### src/rtl/sdf_r2_stage_if.sv
// Streaming port bundle for one radix-2 SDF FFT stage: sample in, result out,
// and the combinational twiddle ROM lookup.
interface sdf_r2_stage_if #(
  parameter int W     = 8,
  parameter int LOG2D = 2
);
  localparam int TAW = (LOG2D > 0) ? LOG2D : 1;

  logic             in_valid;
  logic [2*W-1:0]   in_data;
  logic [TAW-1:0]   tw_addr;
  logic [2*W-1:0]   tw_data;
  logic             out_valid;
  logic [2*W-1:0]   out_data;
  logic             out_sop;

  modport master (
    output in_valid, in_data, tw_data,
    input  tw_addr, out_valid, out_data, out_sop
  );

  modport slave (
    input  in_valid, in_data, tw_data,
    output tw_addr, out_valid, out_data, out_sop
  );
endinterface

### src/rtl/sdf_r2_stage.sv
// Radix-2 single-path delay-feedback DIF FFT stage, generic in width and delay depth.
// Optional build macro SDF_ROUND_EN: round-half-up in the twiddle multiplier instead of floor.
module sdf_r2_stage #(
  parameter int W     = 8,
  parameter int LOG2D = 2
) (
  input  logic           clk,
  input  logic           clear,
  sdf_r2_stage_if.slave  bus
);
  localparam int D = 1 << LOG2D;

  logic [LOG2D:0]   cnt;
  logic             primed;
  logic [2*W-1:0]   dline [D];
  logic [2*W-1:0]   tap;
  logic             phase_b;
  logic             cnt_lo_zero;

  assign tap     = dline[D-1];
  assign phase_b = cnt[LOG2D];

  generate
    if (LOG2D > 0) begin : g_addr
      assign bus.tw_addr = cnt[LOG2D-1:0];
      assign cnt_lo_zero = (cnt[LOG2D-1:0] == '0);
    end else begin : g_addr_2pt
      assign bus.tw_addr = 1'b0;
      assign cnt_lo_zero = 1'b1;
    end
  endgenerate

  // Butterfly at W+1 bits; dropping the LSB of the sign-extended sum is a floor shift.
  logic [W-1:0] tap_re, tap_im, x_re, x_im;
  logic [W-1:0] s_re, s_im, d_re, d_im;

  assign tap_re = tap[2*W-1:W];
  assign tap_im = tap[W-1:0];
  assign x_re   = bus.in_data[2*W-1:W];
  assign x_im   = bus.in_data[W-1:0];

  assign s_re = W'(({tap_re[W-1], tap_re} + {x_re[W-1], x_re}) >> 1);
  assign s_im = W'(({tap_im[W-1], tap_im} + {x_im[W-1], x_im}) >> 1);
  assign d_re = W'(({tap_re[W-1], tap_re} - {x_re[W-1], x_re}) >> 1);
  assign d_im = W'(({tap_im[W-1], tap_im} - {x_im[W-1], x_im}) >> 1);

  // Complex multiply of the delayed difference by the twiddle, Q1.(W-1).
  logic signed [2*W:0] ar, ai, br, bi;
  logic signed [2*W:0] prod_re, prod_im, acc_re, acc_im, shr_re, shr_im;
  logic [2*W-1:0]      mul_q;

  assign ar = {{(W+1){tap_re[W-1]}}, tap_re};
  assign ai = {{(W+1){tap_im[W-1]}}, tap_im};
  assign br = {{(W+1){bus.tw_data[2*W-1]}}, bus.tw_data[2*W-1:W]};
  assign bi = {{(W+1){bus.tw_data[W-1]}}, bus.tw_data[W-1:0]};

  assign prod_re = ar * br - ai * bi;
  assign prod_im = ar * bi + ai * br;

`ifdef SDF_ROUND_EN
  localparam logic signed [2*W:0] RND = {{(W+2){1'b0}}, 1'b1, {(W-2){1'b0}}};
  assign acc_re = prod_re + RND;
  assign acc_im = prod_im + RND;
`else
  assign acc_re = prod_re;
  assign acc_im = prod_im;
`endif

  assign shr_re = acc_re >>> (W-1);
  assign shr_im = acc_im >>> (W-1);

  function automatic logic [W-1:0] sat(input logic signed [2*W:0] v);
    logic [W-1:0] r;
    if (!v[2*W] && (|v[2*W-1:W-1]))
      r = {1'b0, {(W-1){1'b1}}};
    else if (v[2*W] && !(&v[2*W-1:W-1]))
      r = {1'b1, {(W-1){1'b0}}};
    else
      r = v[W-1:0];
    return r;
  endfunction

  assign mul_q = {sat(shr_re), sat(shr_im)};

  // Phase A stores the new sample and emits the previous frame's twiddled difference;
  // phase B emits the half-sum and feeds back the half-difference.
  always_ff @(posedge clk) begin
    if (clear) begin
      cnt           <= '0;
      primed        <= 1'b0;
      bus.out_valid <= 1'b0;
      bus.out_data  <= '0;
      bus.out_sop   <= 1'b0;
      for (int i = 0; i < D; i++) dline[i] <= '0;
    end else begin
      bus.out_valid <= bus.in_valid & (phase_b | primed);
      bus.out_sop   <= bus.in_valid & phase_b & cnt_lo_zero;
      if (bus.in_valid) begin
        cnt      <= cnt + (LOG2D+1)'(1);
        dline[0] <= phase_b ? {d_re, d_im} : bus.in_data;
        for (int i = 1; i < D; i++) dline[i] <= dline[i-1];
        if (phase_b) primed <= 1'b1;
        if (phase_b || primed)
          bus.out_data <= phase_b ? {s_re, s_im} : mul_q;
      end
    end
  end
endmodule

### src/flat_wrapper.sv
// flat-port wrapper written by rule: the top's interface ports become plain ports
module sdf_r2_stage_flat 
#(
  parameter int W     = 8,
  parameter int LOG2D = 2
)
  (clk, clear, bus_in_valid, bus_in_data, bus_tw_data, bus_tw_addr, bus_out_valid, bus_out_data, bus_out_sop);
  sdf_r2_stage_if #(.W(W), .LOG2D(LOG2D)) bus_i ();
  input  logic clk;
  input  logic clear;
  input wire logic [$bits(bus_i.in_valid)-1:0] bus_in_valid;
  input wire logic [$bits(bus_i.in_data)-1:0] bus_in_data;
  input wire logic [$bits(bus_i.tw_data)-1:0] bus_tw_data;
  output wire logic [$bits(bus_i.tw_addr)-1:0] bus_tw_addr;
  output wire logic [$bits(bus_i.out_valid)-1:0] bus_out_valid;
  output wire logic [$bits(bus_i.out_data)-1:0] bus_out_data;
  output wire logic [$bits(bus_i.out_sop)-1:0] bus_out_sop;
  assign bus_i.in_valid = bus_in_valid;
  assign bus_i.in_data = bus_in_data;
  assign bus_i.tw_data = bus_tw_data;
  assign bus_tw_addr = bus_i.tw_addr;
  assign bus_out_valid = bus_i.out_valid;
  assign bus_out_data = bus_i.out_data;
  assign bus_out_sop = bus_i.out_sop;
  sdf_r2_stage #(.W(W), .LOG2D(LOG2D)) u_core (.clk(clk), .clear(clear), .bus(bus_i));
endmodule
### config.mk
export PLATFORM = sky130hd
export DESIGN_NAME = sdf_r2_stage_flat
export DESIGN_NICKNAME = d
export VERILOG_FILES = /design/src/rtl/sdf_r2_stage_if.sv /design/src/rtl/sdf_r2_stage.sv /design/src/flat_wrapper.sv
export SDC_FILE = /design/constraint.sdc
export NUM_CORES = 1
export LEC_CHECK = 0
export CAP_MARGIN = 20
export CORE_MARGIN = 5
export CORE_UTILIZATION = 65
export CTS_CLUSTER_SIZE = 28
export DETAILED_ROUTE_END_ITERATION = 12
export PLACE_DENSITY = 0.9
export SETUP_SLACK_MARGIN = 0.5
export SLEW_MARGIN = 20
export SYNTH_ARGS = -nofsm -noshare
export SYNTH_HDL_FRONTEND = slang
export SYNTH_SLANG_ARGS = --single-unit
### constraint.sdc
create_clock -name clk -period 8.05 [get_ports clk]
set_input_delay 1.61 -clock clk [delete_from_list [all_inputs] [get_ports clk]]
set_output_delay 1.61 -clock clk [all_outputs]
set_load 0.02 [all_outputs]
Word level (Yosys, flattened, before mapping)
Memories as Yosys holds them, arrays and structs flattened.
Cells that the tools add are included.
- flip-flop bits (word level): 22
- bits in writable memories: 64
- input bits: 35
- output and inout bits: 20
- logic and storage cells: 56
- memories: 1
- add/subtract/negate cells: 7
- $mul: 4
- mux-type cells: 15
- bitwise operators: 8
- reduce and logical (&&, ||, !) cells: 16
- memory list (name ; words ; width ; rd ports ; clocked after memory_dff ; write ports ; RTL line ; source):
    u_core.dline ; 4 ; 16 ; 4 ; 0 ; 4 ; sdf_r2_stage.sv:15 ; logic [2*W-1:0] dline [D];
- operators by type and width (cell ; number):
    16-bit two-way mux ; 6
    8-bit by 8-bit multiplier with 16-bit output ; 4
    8-bit two-way mux ; 4
    8-bit by 8-bit adder with 9-bit output ; 2
    8-bit by 8-bit subtractor with 9-bit output ; 2
    17-bit adder ; 1
    17-bit subtractor ; 1
    3-bit AND reduction ; 2
    3-bit OR reduction ; 2
    1-bit two-way mux ; 5
    1-bit OR ; 5
    1-bit logical AND ; 4
    1-bit logical NOT ; 4
    2-bit AND reduction ; 2
    3-bit by 1-bit adder with 3-bit output, second input constant ; 1
    1-bit bitwise AND ; 3
    2-bit logical NOT ; 1
    1-bit logical OR ; 1

Longest topological paths before layout
- word-level depth: 8
- gate-level depth with buffers: 30
- mapped depth without buffers: 27

Worst setup path after synthesis
No wires, ideal clock.
- kind: input-to-reg
- start: input bus_tw_data[8]
- end: register u_core.bus.out_data[14]
- setup time: 74 ps
- data arrival time: 7137 ps
- data required time: 7976 ps
- setup slack: 838 ps
- stages on the path: 26
- buffers on the path: 2
- path through: clkbuf_1 -> and2_1 -> fa_1 -> inv_1 -> fa_1 -> inv_1 -> fa_1 -> fa_1 -> ha_1 -> o21ai_0 -> a21boi_0 -> o21ai_0 -> a21boi_0 -> o21a_1 -> o21a_1 -> nor2_1 -> ha_1 -> a21o_1 -> a21o_1 -> a21oi_1 -> mux2i_1 -> nand3_2 -> buf_6 -> o31ai_4 -> nand4_1 -> a31oi_1
- longest elaborated chain between the ends: 8
- elaborated cells on any way between the ends: 11
- those cells by class: add/sub: 1; mul: 1; mux: 3; reduce/logical: 6
- ends and longest elaborated chain (item ; RTL line ; source):
    start, declared ; flat_wrapper.sv:13 ; input wire logic [$bits(bus_i.tw_data)-1:0] bus_tw_data;
    8-bit by 8-bit multiplier with 16-bit output (*) ; sdf_r2_stage.sv:57 ; assign prod_re = ar * br - ai * bi;
    17-bit subtractor (*) ; sdf_r2_stage.sv:57 ;
    3-bit AND reduction ; sdf_r2_stage.sv:76 ; else if (v[2*W] && !(&v[2*W-1:W-1]))
    1-bit logical NOT ; sdf_r2_stage.sv:76 ;
    1-bit logical AND ; sdf_r2_stage.sv:76 ;
    8-bit two-way mux ; sdf_r2_stage.sv:76 ;
    8-bit two-way mux (*) ; sdf_r2_stage.sv:74 ; if (!v[2*W] && (|v[2*W-1:W-1]))
    16-bit two-way mux (*) ; sdf_r2_stage.sv:104 ; bus.out_data <= phase_b ? {s_re, s_im} : mul_q;
    end signal, assigned ; sdf_r2_stage.sv:104 ;
    end, declared ; sdf_r2_stage_if.sv:24 ; output tw_addr, out_valid, out_data, out_sop
Every way passes the cells marked *; elsewhere a longest branch is shown, timed or not.
A chain may end at the register's enable or synchronous reset.

Final worst setup path
- start: input bus_tw_data[9]
- end: register u_core.bus.out_data[8]
The elaborated chain is that of the path after synthesis.

==> results_dict.tcl <==
set metrics [dict create \
    status "finished clean" \
    pwr-share-seq_pct 7.6 \
    core_region_area_mm2 0.0242 \
    syn_area_per_cell_um2 9.04 \
    place_area_mm2 0.0170 \
    use_met2_pct 46.6 \
    power_density_mw_per_mm2 405 \
    pwr-share-comb_pct 85.8 \
    regToRegStartpoint "u_core.dline[3][12]" \
    worstPathArrival_ns 7.78 \
    max_freq_ghz 0.133 \
    cp_slowest_cell "fa_1" \
    start_util_pct 65.6 \
    max-slew-margin-rel_pct 43.0 \
    cpPeakStageDelay_ns 0.49 \
    drv_cap 0 \
    synth_cells 1760 \
    startpoint "bus_tw_data[9]" \
    rows 57 \
    ys.flop_type "edfxtp_1" \
    layout-drive-gt1-share_pct 8.66 \
    synth_edf_count 64 \
    cp-endpoint "u_core.bus.out_data[8]" \
    grt_pass1_wl_mm 62.7 \
    p_clk_share_pct 6.5 \
    rsz0062_at_grt "false" \
    critPathRequiredTime_ns 8.34 \
    ant_nets 0 \
    clock_sink_count 86 \
    overflow 0 \
    slew_viol_final 0 \
    rr_endpoint "u_core.bus.out_data[8]" \
    grt_max_degree 65 \
    seq_area_frac_synth_pct 14.8 \
    hold_path.class "reg2reg" \
    hpwl_mm 30.1 \
    r2r_cells 28 \
    period_needed_ns 7.50 \
    vias 12607 \
    ir_drop_v 0.000594 \
    start_kind "input pin" \
    cts-buffers-inserted 9 \
    grtUsageMet1_pct 35.6 \
    r2r_slack_ns 1.36 \
    cpMostUsedCell "ha_1" \
    p_leak_nw 8.63 \
    synth_cell_types 71 \
    first_pass_iters 5 \
    cts_tree "done" \
    cts_htree_levels 3 \
    grtUsageTotal_pct 27.3 \
    async_reset_ff_share_pct 0 \
    synthToLayoutAreaGrowth_pct 11.5 \
    yosys_warnings 0 \
    setup_viol 0 \
    first_global_vias 13134 \
    min_delay_path_depth 2 \
    cp_max_fo 9 \
    busiest_layer "met2" \
    tightest_slew_ns 0.855 \
    drc 0 \
    p_sw_w 0.00370 \
    clock_latency_ns 0.34 \
    avgViaCountPerCell 5.83 \
    switching_share_pct 51.5 \
    die-height_um 166 \
    drt_iter0_markers 804 \
    totalWireLength_mm 38.7 \
    hold_violations 0 \
    total_power_w 0.00718 \
    grt_use_met3_pct 3.32 \
    root_buffer "clkbuf_16" \
    synth_largest_area_cell "fa_1" \
    yosysMostFrequentCell "inv_1" \
    period_share_pct 93.1 \
    cts_buffer_depth 2 \
    synth_top_area_share_pct 28.2 \
    final_cell_area_mm2 0.0177 \
    path_class "in2reg" \
    synth-seq-cells 86 \
    antenna_found_initial 2 \
    wl_per_cell_um 17.9 \
    gp_congestion 0.876 \
    internal-power_w 0.00348 \
    io_buffers 54 \
    syn-cell-area_mm2 0.0159 \
    clock_skew_ns 0.0112 \
    nets 2266 \
    cp-end-kind "flop" \
    clk_pin_slew_worst_paths_ns 0.06 \
    synthTopCellsByArea "fa_1, ha_1, edfxtp_1" \
    syn_nets 2195 \
    die_w_um 166 \
    dieArea_mm2 0.0277 \
    postCtsHoldBufs 0 \
    synthTopCellsByCount "inv_1, fa_1, and2_1" \
    io-pin-count 55 \
]
==> flip-flops by register name, indices dropped and copies added, names as in the netlist <==
| signal | cells |
|---|---|
| u_core.bus.out_data | 16 |
| u_core.bus.out_sop | 1 |
| u_core.bus.out_valid | 1 |
| u_core.cnt | 3 |
| u_core.dline | 64 |
| u_core.primed | 1 |
==> power groups by stage <==
| stage | clock [W] | combinational [W] | sequential, W |
|---|---|---|---|
| after detailed placement | 0 | 0.00512 | 0.000551 |
| after global placement | 0 | 0.00493 | 0.000550 |
| final | 0.000470 | 0.00617 | 0.000546 |
| after global routing | 0.000492 | 0.00671 | 0.000548 |
| after CTS | 0.000472 | 0.00526 | 0.000543 |
| after floorplan | 0 | 0.00387 | 0.000533 |
==> layout make-up <==
type	count	area, um^2
antenna	1	2.50
clock buffer	12	258
clock inverter	4	76.3
fill	1614	6500
inverter	372	1400
multi-input combinational	1245	12200
sequential	86	2360
tap	324	405
timing repair buffer	117	1030
==> how the worst min path moves through the flow <==
stage	startpoint	endpoint	slack, ns
after floorplan	u_core.primed	u_core.primed	0.46
after global placement	u_core.bus.out_data[15]	u_core.bus.out_data[15]	0.44
after detailed placement	u_core.bus.out_data[7]	u_core.bus.out_data[7]	0.45
after CTS	u_core.bus.out_data[7]	u_core.bus.out_data[7]	0.46
after global routing	u_core.bus.out_data[15]	u_core.bus.out_data[15]	0.49
final	u_core.bus.out_data[11]	u_core.bus.out_data[11]	0.46
==> worst max-delay path, delay by kind of cell <==
family / cells / cell delay, ns
compound gates: 11 / 1.88
mux: 1 / 0.28
fa+ha+maj: 7 / 2.40
buf+inv: 6 / 0.95
simple gates: 4 / 0.65
==> logic make-up (layout without fill, tap and decap cells) <==
family                   count (synthesis)  in the layout  share of synthesized area [%]
AND/OR/NAND/NOR                        497            497                           16.6
buffers and inverters                  429            505                           10.3
adder cells (fa/ha/maj)                400            400                           42.0
AO/OA/AOI/OAI                          254            254                           11.0
flip-flops                              86             86                           14.8
XOR/XNOR                                83             83                           4.57
multiplexers                            11             11                          0.700
other                                    0              1                              0
==> through the flow <==
| stage | setup TNS, ns | instances | util (%) | hold slack [ns] | worst slack [ns] |
|---|---|---|---|---|---|
| after floorplan | 0 | 1760 | - | 0.462 | 0.838 |
| after detailed placement | -1.55 | 2133 | 70.2 | 0.445 | -0.430 |
| final | 0 | 2161 | 73.2 | 0.460 | 0.552 |
| after global routing | 0 | 2161 | 73.2 | 0.486 | 0.323 |
| after global placement | -0.314 | 2133 | 70.2 | 0.441 | -0.314 |
| after CTS | 0 | 2152 | 71.7 | 0.458 | 0.506 |
==> routing by layer <==
metal	vias to the layer above	wire length, um
li1	5723	-
met1	6262	15400
met2	490	19400
met3	130	2300
met4	2	1570
met5	-	13
==> cells in the final DEF, fill, tap and decap left out, drive strengths merged, types with 38 or more instances in the layout <==
cell type | Yosys | final
clkdlybuf4s50 | 0 | 38
ha | 176 | 176
nor2 | 84 | 84
edfxtp | 64 | 64
buf | 10 | 63
and2 | 217 | 217
xnor2 | 70 | 70
fa | 224 | 224
o21ai | 56 | 56
a21oi | 63 | 63
nand2 | 88 | 88
inv | 371 | 372
==> timing repair <==
action	4_1_cts	5_1_grt
pin swaps	5	46
gates resized for setup	22	94
cloned	0	0
setup buffers	3	8
endpoints found under the setup margin	16	16
Note: power is estimated with default switching activity, not from simulation.
